[config.mk]
export PLATFORM = sky130hd
export DESIGN_NAME = mem_stage
export DESIGN_NICKNAME = d
export VERILOG_FILES = /design/src/rtl/mem_stage_pkg.sv /design/src/rtl/mem_stage.sv
export SDC_FILE = /design/constraint.sdc
export NUM_CORES = 1
export LEC_CHECK = 0
export ABC_CLOCK_PERIOD_IN_PS = 2700
export CAP_MARGIN = 20
export CORE_ASPECT_RATIO = 0.7
export CORE_UTILIZATION = 46
export CTS_CLUSTER_DIAMETER = 50
export DETAILED_ROUTE_END_ITERATION = 8
export PLACE_DENSITY = 0.94
export RECOVER_POWER = 100
export SYNTH_ARGS = -nofsm -noshare
export SYNTH_HDL_FRONTEND = slang
export SYNTH_SLANG_ARGS = --single-unit
[constraint.sdc]
create_clock -name clk -period 2.7 [get_ports clk]
set_input_delay 0.54 -clock clk [delete_from_list [all_inputs] [get_ports clk]]
set_output_delay 0.54 -clock clk [all_outputs]
set_load 0.05 [all_outputs]
[src/rtl/mem_stage_pkg.sv]
// Shared types for the MEM pipeline stage: EX/MEM entry, writeback entry,
// memory op encoding and the stage FSM states.
package mem_stage_pkg;

    typedef logic [31:0] u32_t;
    typedef logic [3:0]  wrstb_t;
    typedef logic [4:0]  reg_addr_t;

    // 2'b11 is reserved and passes straight through like NONE
    typedef enum logic [1:0] {
        MEM_NONE  = 2'b00,
        MEM_LOAD  = 2'b01,
        MEM_STORE = 2'b10,
        MEM_RSVD  = 2'b11
    } mem_op_e;

    typedef struct packed {
        reg_addr_t rd_addr;
        u32_t      rd_data;
        mem_op_e   mem_op;
        u32_t      mem_data;
    } mem_params_t;

    typedef struct packed {
        reg_addr_t rd_addr;
        u32_t      rd_data;
    } wb_params_t;

    typedef enum logic {
        IDLE = 1'b0,
        BUS  = 1'b1
    } mem_state_e;

    localparam wrstb_t WRSTB_WORD = 4'hF;

    // Word-only bus: low address bits are dropped without complaint
    function automatic u32_t word_addr(input u32_t a);
        return {a[31:2], 2'b00};
    endfunction

endpackage

[src/rtl/mem_stage.sv]
// MEM stage: pass-through ops in 1 cycle, load/store in 2+N cycles (N bus waits).
// Backpressure: in_ready low for the whole bus access; bus_* held until bus_ack.
module mem_stage
    import mem_stage_pkg::*;
(
    input  logic        clk,
    input  logic        rst_n,
    input  logic        in_valid,
    input  mem_params_t in_params,
    output logic        in_ready,
    output logic        bus_req,
    output u32_t        bus_addr,
    output logic        bus_we,
    output wrstb_t      bus_wrstb,
    output u32_t        bus_wdata,
    input  logic        bus_ack,
    input  u32_t        bus_rdata,
    output logic        out_valid,
    output wb_params_t  out_params
);

    mem_state_e state;
    mem_state_e state_nxt;
    reg_addr_t  cap_rd_addr;
    logic       is_mem;

    assign is_mem   = (in_params.mem_op == MEM_LOAD) || (in_params.mem_op == MEM_STORE);
    assign in_ready = (state == IDLE);

    always_comb begin
        state_nxt = state;
        case (state)
            IDLE:    if (in_valid && is_mem) state_nxt = BUS;
            BUS:     if (bus_ack)            state_nxt = IDLE;
            default: state_nxt = IDLE;
        endcase
    end

    always_ff @(posedge clk or negedge rst_n) begin
        if (!rst_n) state <= IDLE;
        else        state <= state_nxt;
    end

    always_ff @(posedge clk or negedge rst_n) begin
        if (!rst_n) begin
            bus_req     <= 1'b0;
            bus_addr    <= '0;
            bus_we      <= 1'b0;
            bus_wrstb   <= '0;
            bus_wdata   <= '0;
            cap_rd_addr <= '0;
            out_valid   <= 1'b0;
            out_params  <= '0;
        end else begin
            out_valid <= 1'b0;
            if (state == IDLE && in_valid) begin
                if (is_mem) begin
                    bus_req     <= 1'b1;
                    bus_addr    <= word_addr(in_params.rd_data);
                    bus_we      <= (in_params.mem_op == MEM_STORE);
                    bus_wrstb   <= (in_params.mem_op == MEM_STORE) ? WRSTB_WORD : '0;
                    bus_wdata   <= in_params.mem_data;
                    cap_rd_addr <= in_params.rd_addr;
                end else begin
                    out_valid          <= 1'b1;
                    out_params.rd_addr <= in_params.rd_addr;
                    out_params.rd_data <= in_params.rd_data;
                end
            end else if (state == BUS && bus_ack) begin
                bus_req   <= 1'b0;
                bus_we    <= 1'b0;
                bus_wrstb <= '0;
                out_valid <= 1'b1;
                // Stores retire with a null writeback so WB never touches the regfile
                if (bus_we) begin
                    out_params <= '0;
                end else begin
                    out_params.rd_addr <= cap_rd_addr;
                    out_params.rd_data <= bus_rdata;
                end
            end
        end
    end

endmodule

After elaboration in Yosys (flattened, before gate mapping)
Cells that the tools add are included.
{"block": "totals", "reg_bits": 112, "output_inout_bits": 109, "word_cells": 42}
{"block": "classes", "eq_ne": 4, "n_mux": 19, "bitwise_logic": 1, "reduce_logical": 8}
{"cell": "2-to-1 mux 37 bit", "n": 4}
{"cell": "2-to-1 mux 4 bit", "n": 4}
{"cell": "2-to-1 mux 1 bit", "n": 10}
{"cell": "AND reduction 2 bit", "n": 3}
{"cell": "inequality test 2 bit, second input constant", "n": 2}
{"cell": "logical AND 1 bit", "n": 3}
{"cell": "equality test 2 x 1 -> 1 bit, second input constant", "n": 1}
{"cell": "equality test 2 bit, second input constant", "n": 1}
{"cell": "case mux 1 bit (2 select lines)", "n": 1}
{"cell": "nonzero test 2 bit", "n": 1}
{"cell": "logical OR 1 bit", "n": 1}
{"cell": "NOT 1 bit", "n": 1}

Depth between registers and ports, before layout
{"block": "logic_depth", "depth_word": 5, "ltp_mapped": 7}

Least setup slack after synthesis
OpenSTA, ideal clock, no wires.
{"block": "synth_path", "kind": "input to register", "startpoint": "input port in_params[32] (netlist name)", "endpoint": "register out_params[26] (netlist name)", "t_arrival_ns": 1.753, "required_time_ns": 2.575, "path_slack_ns": 0.823, "cell_stages": 7, "cell_sequence": "inv_1 -> ha_1 -> inv_1 -> o21ai_1 -> buf_4 -> buf_4 -> mux2_2"}
{"block": "synth_via", "elab_chain_len": 4}
{"item": "from (decl)", "line_no": "mem_stage.sv:9", "source": "input mem_params_t in_params,"}
{"item": "equality test 2 x 1 -> 1 bit or equality test 2 bit (tied branches)", "line_no": "mem_stage.sv:27", "source": "assign is_mem = (in_params.mem_op == MEM_LOAD) || (in_params.mem_op == MEM_STORE);"}
{"item": "logical OR 1 bit *", "line_no": "mem_stage.sv:27"}
{"item": "inequality test 2 bit (no source line) *"}
{"item": "AND reduction 2 bit (no source line) *"}
{"item": "to (decl)", "line_no": "mem_stage.sv:19", "source": "output wb_params_t out_params"}
Mark *: on every way between the ends. The rest lies on a longest branch, timed or not.
A chain may end at the register's enable or synchronous reset.

Final worst setup path
{"block": "layout_path", "startpoint": "input port in_params[32] (netlist name)", "endpoint": "register bus_wdata[26]"}
{"block": "layout_via", "elab_chain_len": 3}
{"item": "equality test 2 x 1 -> 1 bit or equality test 2 bit (tied branches)", "line_no": "mem_stage.sv:27"}
{"item": "logical OR 1 bit *", "line_no": "mem_stage.sv:27"}
{"item": "AND reduction 2 bit (no source line) *"}
{"item": "to (signal assigned)", "line_no": "mem_stage.sv:62", "source": "bus_wdata <= in_params.mem_data;"}
{"item": "to (decl)", "line_no": "mem_stage.sv:15", "source": "output u32_t bus_wdata,"}
Marked as above.

==> run_results.csv <==
group,metric,value,unit
run_status,status,"complete, but fails checks",
run_status,violations,"design-rule violations, max-capacitance violations, max-slew violations",
critical_path,r2r_cells,4,
power,power.density,1020,nW/um^2
global_route,grt_util_met2,0.377,
global_route,grt_first_pass_wirelength,18.5,mm
critical_path,end_kind,"flop",
placed_design,place_ws,252,ps
timing,finalSetupViolations,0,
drt,vias,3376,
timing,fmax,425,MHz
critical_path,cp.required,2920,ps
final_layout,finalNetCount,643,
global_route,met1_usage,0.256,
logic_synthesis,syn-mean-instance-area,15.0,sq um
global_route,grt_overflow,0,
logic_synthesis,synth_edf_count,0,
drt,vias_per_cell,5.02,
timing,fin_crit_sh,0.872,
drt,wl_per_cell,17.5,um
clock_tree,cts_buffer_depth,2,
global_route,grt_most_used_layer,"met2",
global_route,grt_pass1_vias,3534,
critical_path,r2r_end,"bus_wdata[26]",
final_layout,n_fill_cell,681,
floorplanning,num_io_pins,216,
placed_design,port_buffers,213,
clock_tree,h-tree-depth,3,
drt,drc,16,
timing,tightestPinTransition,1690,ps
critical_path,crit_family,"buffers and inverters",
final_layout,diodes,0,
timing,worst_slack,345,ps
power,p_leak,3.15,nW
logic_synthesis,yosysSeqAreaShare,0.552,
final_layout,drive_gt1_frac,0.296,
logic_synthesis,ys_types,19,
timing,fin_hold_ws,487,ps
final_layout,final_common_cell,"mux2_2",
clock_tree,clkSinkCount,108,
clock_tree,path_clk_slew,70,ps
timing,hold_violations,0,
floorplanning,die_y,88.4,um
clock_tree,tritoncts,"built",
final_layout,area_delta_synth_final,51.3,%
critical_path,path_class,"in -> reg",
drt,drt_iter0_markers,123,
hold_path,worstHoldStart,"bus_req",
logic_synthesis,synth_cells,326,
final_layout,layout_common_cells,"112 x mux2_2, 108 x dfrtp_1, 104 x clkdlybuf4s50_1",
floorplanning,fp.dieW,125,um
global_route,grtUsageMet3,0.0895,
clock_tree,cts_buffers,9,
hold_path,hp-class,"reg -> reg",
final_layout,final_cells,672,
critical_path,worstSetupStartpointType,"input port",
floorplanning,coreArea,10400,sq um
global_route,grt_usage,0.217,
clock_tree,clk_latency,330,ps
placed_design,dp.cells,656,
placed_design,dpl.hpwl,8.73,mm
logic_synthesis,synth_flop_cell,"dfrtp_1",
drt,dr.pass1.iters,7,
floorplanning,die-area,11100,sq um
timing,skew,8.39,ps
critical_path,slowest_delay,530,ps
critical_path,cp_slowest_cell,"dlygate4sd3_1",
clock_tree,clockRootBuffer,"clkbuf_16",
timing,final.setup.tns,0,ps
global_route,antenna_found_initial,0,
global_route,grt_max_degree,58,
floorplanning,rows,31,
timing,drv_slew,30,
critical_path,cp.arrival,2570,ps
final_layout,fin_util,0.716,
clock_tree,postCtsHoldBufs,0,
critical_path,cp_cell_sequence,"dlygate4sd3_1 -> inv_1 -> ha_1 -> nor2_4 -> clkbuf_2 -> mux2_2",
timing,relSlewSlack,-0.125,
critical_path,r2r_setup_slack,770,ps
timing,min_period,2360,ps
clock_tree,ctsResizeCount,0,
logic_synthesis,async_flop_share,1.00,
run,maxCapViolCount,1,
logic_synthesis,netlist_area,4900,sq um
hold_path,min_to,"bus_req",
critical_path,timing.rr.start,"state",
logic_synthesis,yosys_warnings,0,
clock_tree,cts_setup_buffers,0,
timing,grt_setup_unrepaired,"false",
logic_synthesis,ys_seq_elements,108,
drt,routed_wl,11.8,mm
hold_path,hold_depth,1,
critical_path,critical_path_buf_inv_count,3,
drt,ant_nets,0,
critical_path,cp_max_fo,22,
floorplanning,initial_core_util,0.473,
power,vdd_ir_drop_max,0.000579,V
placed_design,place.gp.congestion,0.813,
==> metrics by stage <==
stage,instance area [sq um],power [mW]
4_1_cts,7510,7.95
2_1_floorplan,4900,5.09
3_3_place_gp,7210,6.49
5_1_grt,7410,7.91
6_report,7410,7.60
3_5_place_dp,7210,6.59
==> worst max path at each step <==
stage | endpoint | startpoint | cells past startpoint
global route | bus_addr[18] | in_params[32] | 6
floorplan | out_params[26] | in_params[32] | 7
finish | bus_wdata[26] | in_params[32] | 6
global placement | out_params[10] | in_params[32] | 7
detailed placement | out_params[9] | in_params[32] | 7
CTS | in_ready | state | 2
==> cell usage after synthesis (2+ instances only) <==
master   instances  area share
mux2_2         112        0.26
dfrtp_1        108        0.55
nor2b_1         38       0.049
mux2_4          29       0.089
buf_2           10       0.010
buf_4           10       0.015
buf_6            4      0.0092
inv_1            3      0.0023
o21ai_0          2      0.0020
==> sequential cells by signal, summed over array words and instances (netlist names) <==
name / flops
out_params: 37
bus_wdata: 32
cap_rd_addr: 5
bus_addr: 30
state: 1
bus_wrstb: 1
out_valid: 1
bus_req: 1
==> routing by layer <==
| metal | part of all wire | vias up |
|---|---|---|
| met1 | 0.41 | 1694 |
| met5 | 0 | - |
| met3 | 0.091 | 7 |
| met4 | 0.0062 | 0 |
| li1 | - | 1543 |
| met2 | 0.50 | 132 |
==> power by group <==
group | total (mW) | internal, mW | switching [mW]
registers | 2.41 | 2.14 | 0.264
clock network | 1.34 | 0.772 | 0.564
logic | 3.85 | 1.38 | 2.48
==> kinds of logic after synthesis <==
family,synth area share
other cells,0.000765
buf+inv,0.0378
simple gates,0.0546
flops,0.552
mux,0.346
compound gates,0.00638
fa+ha+maj,0.00255
==> area by class of cell <==
cell class                      instances  area [sq um]  area share
Sequential cell                       108          2700       0.365
Timing Repair Buffer                  222          2240       0.302
Multi-Input combinational cell        191          1990       0.269
Clock buffer                           13           260      0.0351
Tap cell                              132           165      0.0223
Clock inverter                          3          45.0     0.00608
Inverter                                3          11.3     0.00152
Power figures use the tool's default switching activity.
